`src/rtl/sigmoid_pwl_pipe.sv`:
```
// sigmoid_pwl_pipe: pipelined shift/add PLAN sigmoid with valid/ready flow.
// Define SIGMOID_TANH_EN to add the per-sample in_mode tanh option.
module sigmoid_pwl_pipe #(
  parameter int DATA_W = 32,
  parameter int FRAC_W = 16,
  parameter int TAG_W  = 8
) (
  input  logic              clk,
  input  logic              rst_n,
  input  logic              in_valid,
  output logic              in_ready,
  input  logic [DATA_W-1:0] in_data,
  input  logic [TAG_W-1:0]  in_tag,
`ifdef SIGMOID_TANH_EN
  input  logic              in_mode,
`endif
  output logic              out_valid,
  input  logic              out_ready,
  output logic [DATA_W-1:0] out_data,
  output logic [TAG_W-1:0]  out_tag
);

  localparam logic [DATA_W-1:0] ONE =
    {{(DATA_W-1){1'b0}}, 1'b1} << FRAC_W;
  localparam logic [DATA_W-1:0] HALF = ONE >> 1;
  localparam logic [DATA_W-1:0] FIVE =
    {{(DATA_W-3){1'b0}}, 3'd5} << FRAC_W;
  localparam logic [DATA_W-1:0] K2375 =
    {{(DATA_W-5){1'b0}}, 5'd19} << (FRAC_W-3);
  localparam logic [DATA_W-1:0] K0625 =
    {{(DATA_W-3){1'b0}}, 3'd5} << (FRAC_W-3);
  localparam logic [DATA_W-1:0] K084 =
    {{(DATA_W-5){1'b0}}, 5'd27} << (FRAC_W-5);
  localparam logic [DATA_W-1:0] MAXP =
    {1'b0, {(DATA_W-1){1'b1}}};
  localparam logic [DATA_W-1:0] MINV =
    {1'b1, {(DATA_W-1){1'b0}}};

  typedef struct packed {
    logic              v;
    logic              mode;
    logic [DATA_W-1:0] x;
    logic [TAG_W-1:0]  tag;
  } r0_t;

  typedef struct packed {
    logic              v;
    logic              mode;
    logic              sign;
    logic              ge5;
    logic              ge2;
    logic              ge1;
    logic [DATA_W-1:0] a;
    logic [TAG_W-1:0]  tag;
  } s1_t;

  typedef struct packed {
    logic              v;
    logic              mode;
    logic              sign;
    logic [DATA_W-1:0] p;
    logic [TAG_W-1:0]  tag;
  } s2_t;

  logic stall;
  logic mode_in;

  r0_t r0, r0_d;
  s1_t s1, s1_d;
  s2_t s2, s2_d;

  logic [DATA_W-1:0] abs_x;
  logic [DATA_W-1:0] a_in;
  logic [DATA_W-1:0] p;
  logic [DATA_W-1:0] ysig;
  logic [DATA_W-1:0] y;

`ifdef SIGMOID_TANH_EN
  assign mode_in = in_mode;
`else
  assign mode_in = 1'b0;
`endif

  assign stall    = out_valid & ~out_ready;
  assign in_ready = ~stall;

  always_comb begin
    r0_d      = '0;
    r0_d.v    = in_valid;
    r0_d.mode = mode_in;
    r0_d.x    = in_data;
    r0_d.tag  = in_tag;
  end

  // |x| saturates for the most-negative input; tanh doubles it.
  always_comb begin
    abs_x = r0.x;
    if (r0.x == MINV)
      abs_x = MAXP;
    else if (r0.x[DATA_W-1])
      abs_x = -r0.x;
    a_in = abs_x;
    if (r0.mode)
      a_in = abs_x[DATA_W-2] ? MAXP : (abs_x << 1);
  end

  always_comb begin
    s1_d      = '0;
    s1_d.v    = r0.v;
    s1_d.mode = r0.mode;
    s1_d.sign = r0.x[DATA_W-1];
    s1_d.ge5  = a_in >= FIVE;
    s1_d.ge2  = a_in >= K2375;
    s1_d.ge1  = a_in >= ONE;
    s1_d.a    = a_in;
    s1_d.tag  = r0.tag;
  end

  always_comb begin
    p = (s1.a >> 2) + HALF;
    unique case (1'b1)
      s1.ge5:
        p = ONE;
      s1.ge2 & ~s1.ge5:
        p = (s1.a >> 5) + K084;
      s1.ge1 & ~s1.ge2:
        p = (s1.a >> 3) + K0625;
      default:
        p = (s1.a >> 2) + HALF;
    endcase
  end

  always_comb begin
    s2_d      = '0;
    s2_d.v    = s1.v;
    s2_d.mode = s1.mode;
    s2_d.sign = s1.sign;
    s2_d.p    = p;
    s2_d.tag  = s1.tag;
  end

  always_comb begin
    ysig = s2.sign ? (ONE - s2.p) : s2.p;
    y    = ysig;
    if (s2.mode)
      y = (ysig << 1) - ONE;
  end

  always_ff @(posedge clk) begin
    if (!rst_n) begin
      r0        <= '0;
      s1        <= '0;
      s2        <= '0;
      out_valid <= 1'b0;
      out_data  <= '0;
      out_tag   <= '0;
    end else if (!stall) begin
      r0        <= r0_d;
      s1        <= s1_d;
      s2        <= s2_d;
      out_valid <= s2.v;
      out_data  <= y;
      out_tag   <= s2.tag;
    end
  end

endmodule

```
`config.mk`:
```
export PLATFORM = sky130hd
export DESIGN_NAME = sigmoid_pwl_pipe
export DESIGN_NICKNAME = d
export VERILOG_FILES = /design/src/rtl/sigmoid_pwl_pipe.sv
export SDC_FILE = /design/constraint.sdc
export NUM_CORES = 1
export LEC_CHECK = 0
export ABC_CLOCK_PERIOD_IN_PS = 3200
export CORE_UTILIZATION = 33
export CTS_BUF_LIST = sky130_fd_sc_hd__clkbuf_8
export DETAILED_ROUTE_END_ITERATION = 10
export GPL_ROUTABILITY_DRIVEN = 1
export SLEW_MARGIN = 20
export SYNTH_ARGS = -nofsm -noshare
export SYNTH_HDL_FRONTEND = slang
export SYNTH_SLANG_ARGS = --single-unit
```
`constraint.sdc`:
```
create_clock -name clk -period 3.2 [get_ports clk]
set_clock_uncertainty 0.1 [all_clocks]
set_input_delay 0.32 -clock clk [delete_from_list [all_inputs] [get_ports clk]]
set_output_delay 0.32 -clock clk [all_outputs]
set_load 0.005 [all_outputs]
```
**Word-level counts from Yosys, hierarchy flattened**

Cells that the tools add are included.
Widths: inputs -> output; s select.

- Bits of input ports: 44
- Register bits after elaboration: 169

- Equal/unequal tests: 1
- Mux-type cells: 4
- Magnitude comparators: 3
- $add $sub $neg: 5
- Bitwise gates (word level): 7

Operators with widths:

| operator | count |
|---|---|
| $mux 32 | 3 |
| $pmux 31 s3 | 1 |
| $eq 32x32->1 const B | 1 |
| $ge 32x17->1 const B | 1 |
| $ge 32x18->1 const B | 1 |
| $ge 32x19->1 const B | 1 |
| $neg 32->32 | 1 |
| $sub 17x32->32 const A | 1 |
| $add 30x16->31 const B | 1 |
| $add 29x16->30 const B | 1 |
| $add 27x16->28 const B | 1 |
| $not 1->1 | 4 |
| $and 1x1->1 | 3 |

**Logic depth before layout (Yosys ltp)**

- Word-level depth: 4
- Gate-level depth with buffers: 10
- Gate-level depth less buffers: 9

**Worst setup path before layout**

OpenSTA, ideal clock, no wires.

- Path kind: flip-flop to flip-flop
- Start: register r0[32] (netlist name)
- End: register s1[41] (netlist name)
- Clock period less this slack: 2.816 ns
- Library setup time: 0.143 ns
- Path slack: 0.384 ns
- Arrival: 2.574 ns
- Stages on the path, launching flop included: 9
- Cell sequence: dfxtp_1 clkbuf_1 or4_1 or2_1 o41ai_1 mux2_2 nand3b_2 nor4_4 a41oi_2

- Longest elaborated chain between the ends: 4

Ends and longest elaborated chain:

| element | line | source |
|---|---|---|
| start: declaration | 68 | `r0_t r0, r0_d;` |
| start signal: assignment | 158 | `r0 <= r0_d;` |
| $neg 32->32 | 101 | `abs_x = -r0.x;` |
| $mux 32 | 100 | `else if (r0.x[DATA_W-1])` |
| $mux 32 * | 98 | `if (r0.x == MINV)` |
| $ge 32x18->1 * | 113 | `s1_d.ge2 = a_in >= K2375;` |
| end signal: assignment | 152 | `s1 <= '0;` |
| end signal: assignment | 159 | `s1 <= s1_d;` |
| end: declaration | 69 | `s1_t s1, s1_d;` |

Every way passes the cells marked *; elsewhere a longest branch is shown, timed or not.
A chain may end at the register's enable or synchronous reset.

**Worst setup path after layout**

- Start: register r0[24] (netlist name)
- End: register s1[41] (netlist name)

Same word-level chain as after synthesis.

==> results.yml <==
outcome:
  status: "finished clean"
timing:
  setup_ws_ns: 0.202
  rsz0062_at_grt: "false"
  hold_viol_final: 0
  final-setup-viol-count: 0
  worst_slew_pin_slew_ns: 0.821
  fmax_ghz: 0.334
  max_slew_margin_pct: 45.2
  slew_violations: 0
  min_period_ns: 3.00
  holdWs_ns: 0.302
  fin_tns_setup_ns: 0
  period_share_pct: 93.7
setup_path:
  crit_buf_inv: 0
  cp.arrival_ns: 3.22
  reg2reg_depth: 7
  worst_r2r_startpoint: "r0[24]$_SDFFE_PN0N_"
  cp_max_fo: 11
  crit_required_ns: 3.42
  critPathLaunchType: "flop"
  endpoint_kind: "flop"
  rr_endpoint: "s1[41]$_SDFFE_PN0N_"
  cp_top_family: "simple AND/OR/NAND/NOR gates"
  worstSetupPathType: "reg2reg"
  cp_slowest_cell: "or4_4"
  path_cells: "or4_4 > nand2b_1 > o41ai_1 > mux2_2 > nand3b_2 > nor4_4 > a41oi_2"
  r2r_setup_slack_ns: 0.20
  cp_slowest_stage_delay_ns: 0.58
power_and_ir_drop:
  power_density_nw_per_um2: 461
  pwr-share-clk_pct: 34.6
  vdd_drop_max_uv: 218
  p_int_mw: 3.18
  p_sw_share_pct: 29.0
  p_total_mw: 4.49
  power_frac_comb_pct: 13.9
  switchingPower_mw: 1.30
  seq_power_share_pct: 51.5
  p_leak_nw: 3.53
synthesis:
  ys_seq_area_share_pct: 40.3
  synthArstFlopShare_pct: 0
  synth_area_um2: 8260
  synth_cell_types: 56
  synth_compound_area_share_pct: 23.7
  synth_xor_area_share_pct: 9.65
  synth_fp_nets: 1105
  synth_top_family_by_area: "compound AO/OA/AOI/OAI gates"
  synthCells: 1054
  yosys.area.top_type: "dfxtp_1"
  synth_flop_cell: "dfxtp_1"
  synthAdderAreaFrac_pct: 1.06
  avgSynthCellArea_um2: 7.83
  synthMuxAreaShare_pct: 0.136
  yosysTopAreaCellShare_pct: 40.3
  synthSimpleGateAreaFrac_pct: 20.1
  ys_seq_elements: 166
  ys_top_cells_by_area: "dfxtp_1, nand2_1, a21oi_1"
  yosysWarnings: 0
  synth_edf_count: 0
clock_network:
  clkSlewWorstSetupHoldPaths_ns: 0.10
  cts-htree-levels: 4
  cts_hold_buffers: 0
  clkLatencyLatePin_ns: 0.46
  cts_setup_buffers: 0
  post_cts_resized: 0
  cts_buffers: 17
  cts-root-buf: "clkbuf_8"
  cts_tree: "built"
  clock_path_buffers: 2
  clock_sinks: 166
hold_path:
  min_from: "in_data[0]"
  min_path_cells: 3
  worstHoldPathType: "in2reg"
  whs_endpoint: "r0[8]$_SDFFE_PN0N_"
finish:
  area_growth_pct: 17.8
  fin_cells: 1420
  drive_above_1_share_pct: 6.66
  n_antenna_cell: 0
  final_area_um2: 9730
  fin_util_pct: 39.8
  fin_nets: 1134
placed_design:
  hpwl_um: 13700
  gp_congestion: 0.851
  dp_cells: 1388
  dpl_cell_area_um2: 9330
  port_buffers: 85
  pre_cts_ws_ns: 0.232
job:
  cap_violations: 0
die:
  die_h_um: 160
  rows: 57
  fp.dieW_um: 160
  design.core.area_um2: 24500
  start_util_pct: 33.7
  boundaryPins: 86
  dieArea_um2: 25700
grt:
  grt_use_total_pct: 15.9
  grt_antenna_before_repair: 0
  overflow: 0
  grt_pass1_wl_um: 33700
  grt_pass1_vias: 6444
  grt_max_degree: 111
routing:
  met3_length_um: 743
  avgViaCountPerCell: 5.11
  wirelength_um: 20000
  route.vias.total: 7252
  ant_nets: 0
  first_pass_iters: 6
  drtIter0Drc: 557
  routedWlPerCell_um: 14.1
  wl_met1_um: 10700
  drc: 0
  wl_met2_um: 8410
  dr.max_layer_used: "met4"
worst max path at each step:
| stage | start | cells past startpoint | endpoint |
|---|---|---|---|
| after floorplan | r0[32]$_SDFFE_PN0N_ | 8 | s1[41]$_SDFFE_PN0N_ |
| after global placement | r0[24]$_SDFFE_PN0N_ | 7 | s1[41]$_SDFFE_PN0N_ |
| after detailed placement | r0[24]$_SDFFE_PN0N_ | 7 | s1[41]$_SDFFE_PN0N_ |
| after CTS | r0[24]$_SDFFE_PN0N_ | 7 | s1[41]$_SDFFE_PN0N_ |
| after global routing | r0[24]$_SDFFE_PN0N_ | 7 | s1[41]$_SDFFE_PN0N_ |
| final | r0[24]$_SDFFE_PN0N_ | 7 | s1[41]$_SDFFE_PN0N_ |
per-layer routing:
layer,vias up,GRT usage (%)
li1,3767,-
met1,3326,23.8
met2,147,22.7
met3,12,3.01
met4,0,4.37
met5,-,0
worst register-to-register path, delay by kind of cell (launching register included):
family           cells  cell delay [ns]
multiplexers         1             0.40
AO/OA/AOI/OAI        2             0.59
AND/OR/NAND/NOR      4             1.39
flip-flops           1             0.38
cell type report:
class                   instances  area (um2)
well taps                     324         405
flip-flops and latches        166        3320
fillers                      2527       14700
clock inverters                15         164
clock buffers                  17         234
inverters                      14        58.8
repair buffers                104        1020
multi-input cells             780        4520
flip-flops by register name, indices dropped and copies added, names as in the netlist:
name       flops
s2            41
out_tag        8
r0            41
out_data      32
s1            43
out_valid      1
logic make-up (layout without fill, tap and decap cells):
logic type,Yosys count,after routing
muxes,1,1
and+or+nand+nor,363,363
DFF,166,166
AOI/OAI and AO/OA,318,318
buffers and inverters,108,150
adders and majority gates,7,7
xor gates and xnor gates,91,91
power groups by stage:
stage / sequential [mW] / clock (mW) / combinational (mW)
3_3_place_gp: 2.35 / 0 / 0.618
3_5_place_dp: 2.36 / 0 / 0.622
4_1_cts: 2.31 / 1.60 / 0.626
6_report: 2.31 / 1.55 / 0.622
5_1_grt: 2.33 / 1.70 / 0.701
2_1_floorplan: 2.30 / 0 / 0.449
synth_stat cells, types with 12 or more instances:
cell type,n
nand2_1,194
dfxtp_1,166
a21oi_1,133
clkbuf_1,85
o21ai_0,75
xor2_1,66
nor2_1,62
xnor2_1,25
a211oi_1,23
nor3_1,20
o31ai_1,20
a222oi_1,15
inv_1,14
or3_1,12
placed cells by master, fill, tap and decap left out, drive strengths merged, types with 20 or more instances in the layout:
cell	netlist	final
a211oi	23	23
a21oi	133	133
clkdlybuf4s50	0	85
dfxtp	166	166
inv	14	20
nand2	194	194
nor2	62	62
nor3	20	20
o21ai	78	78
o31ai	21	21
xnor2	25	25
xor2	66	66
Note: power is estimated with default switching activity, not from simulation.
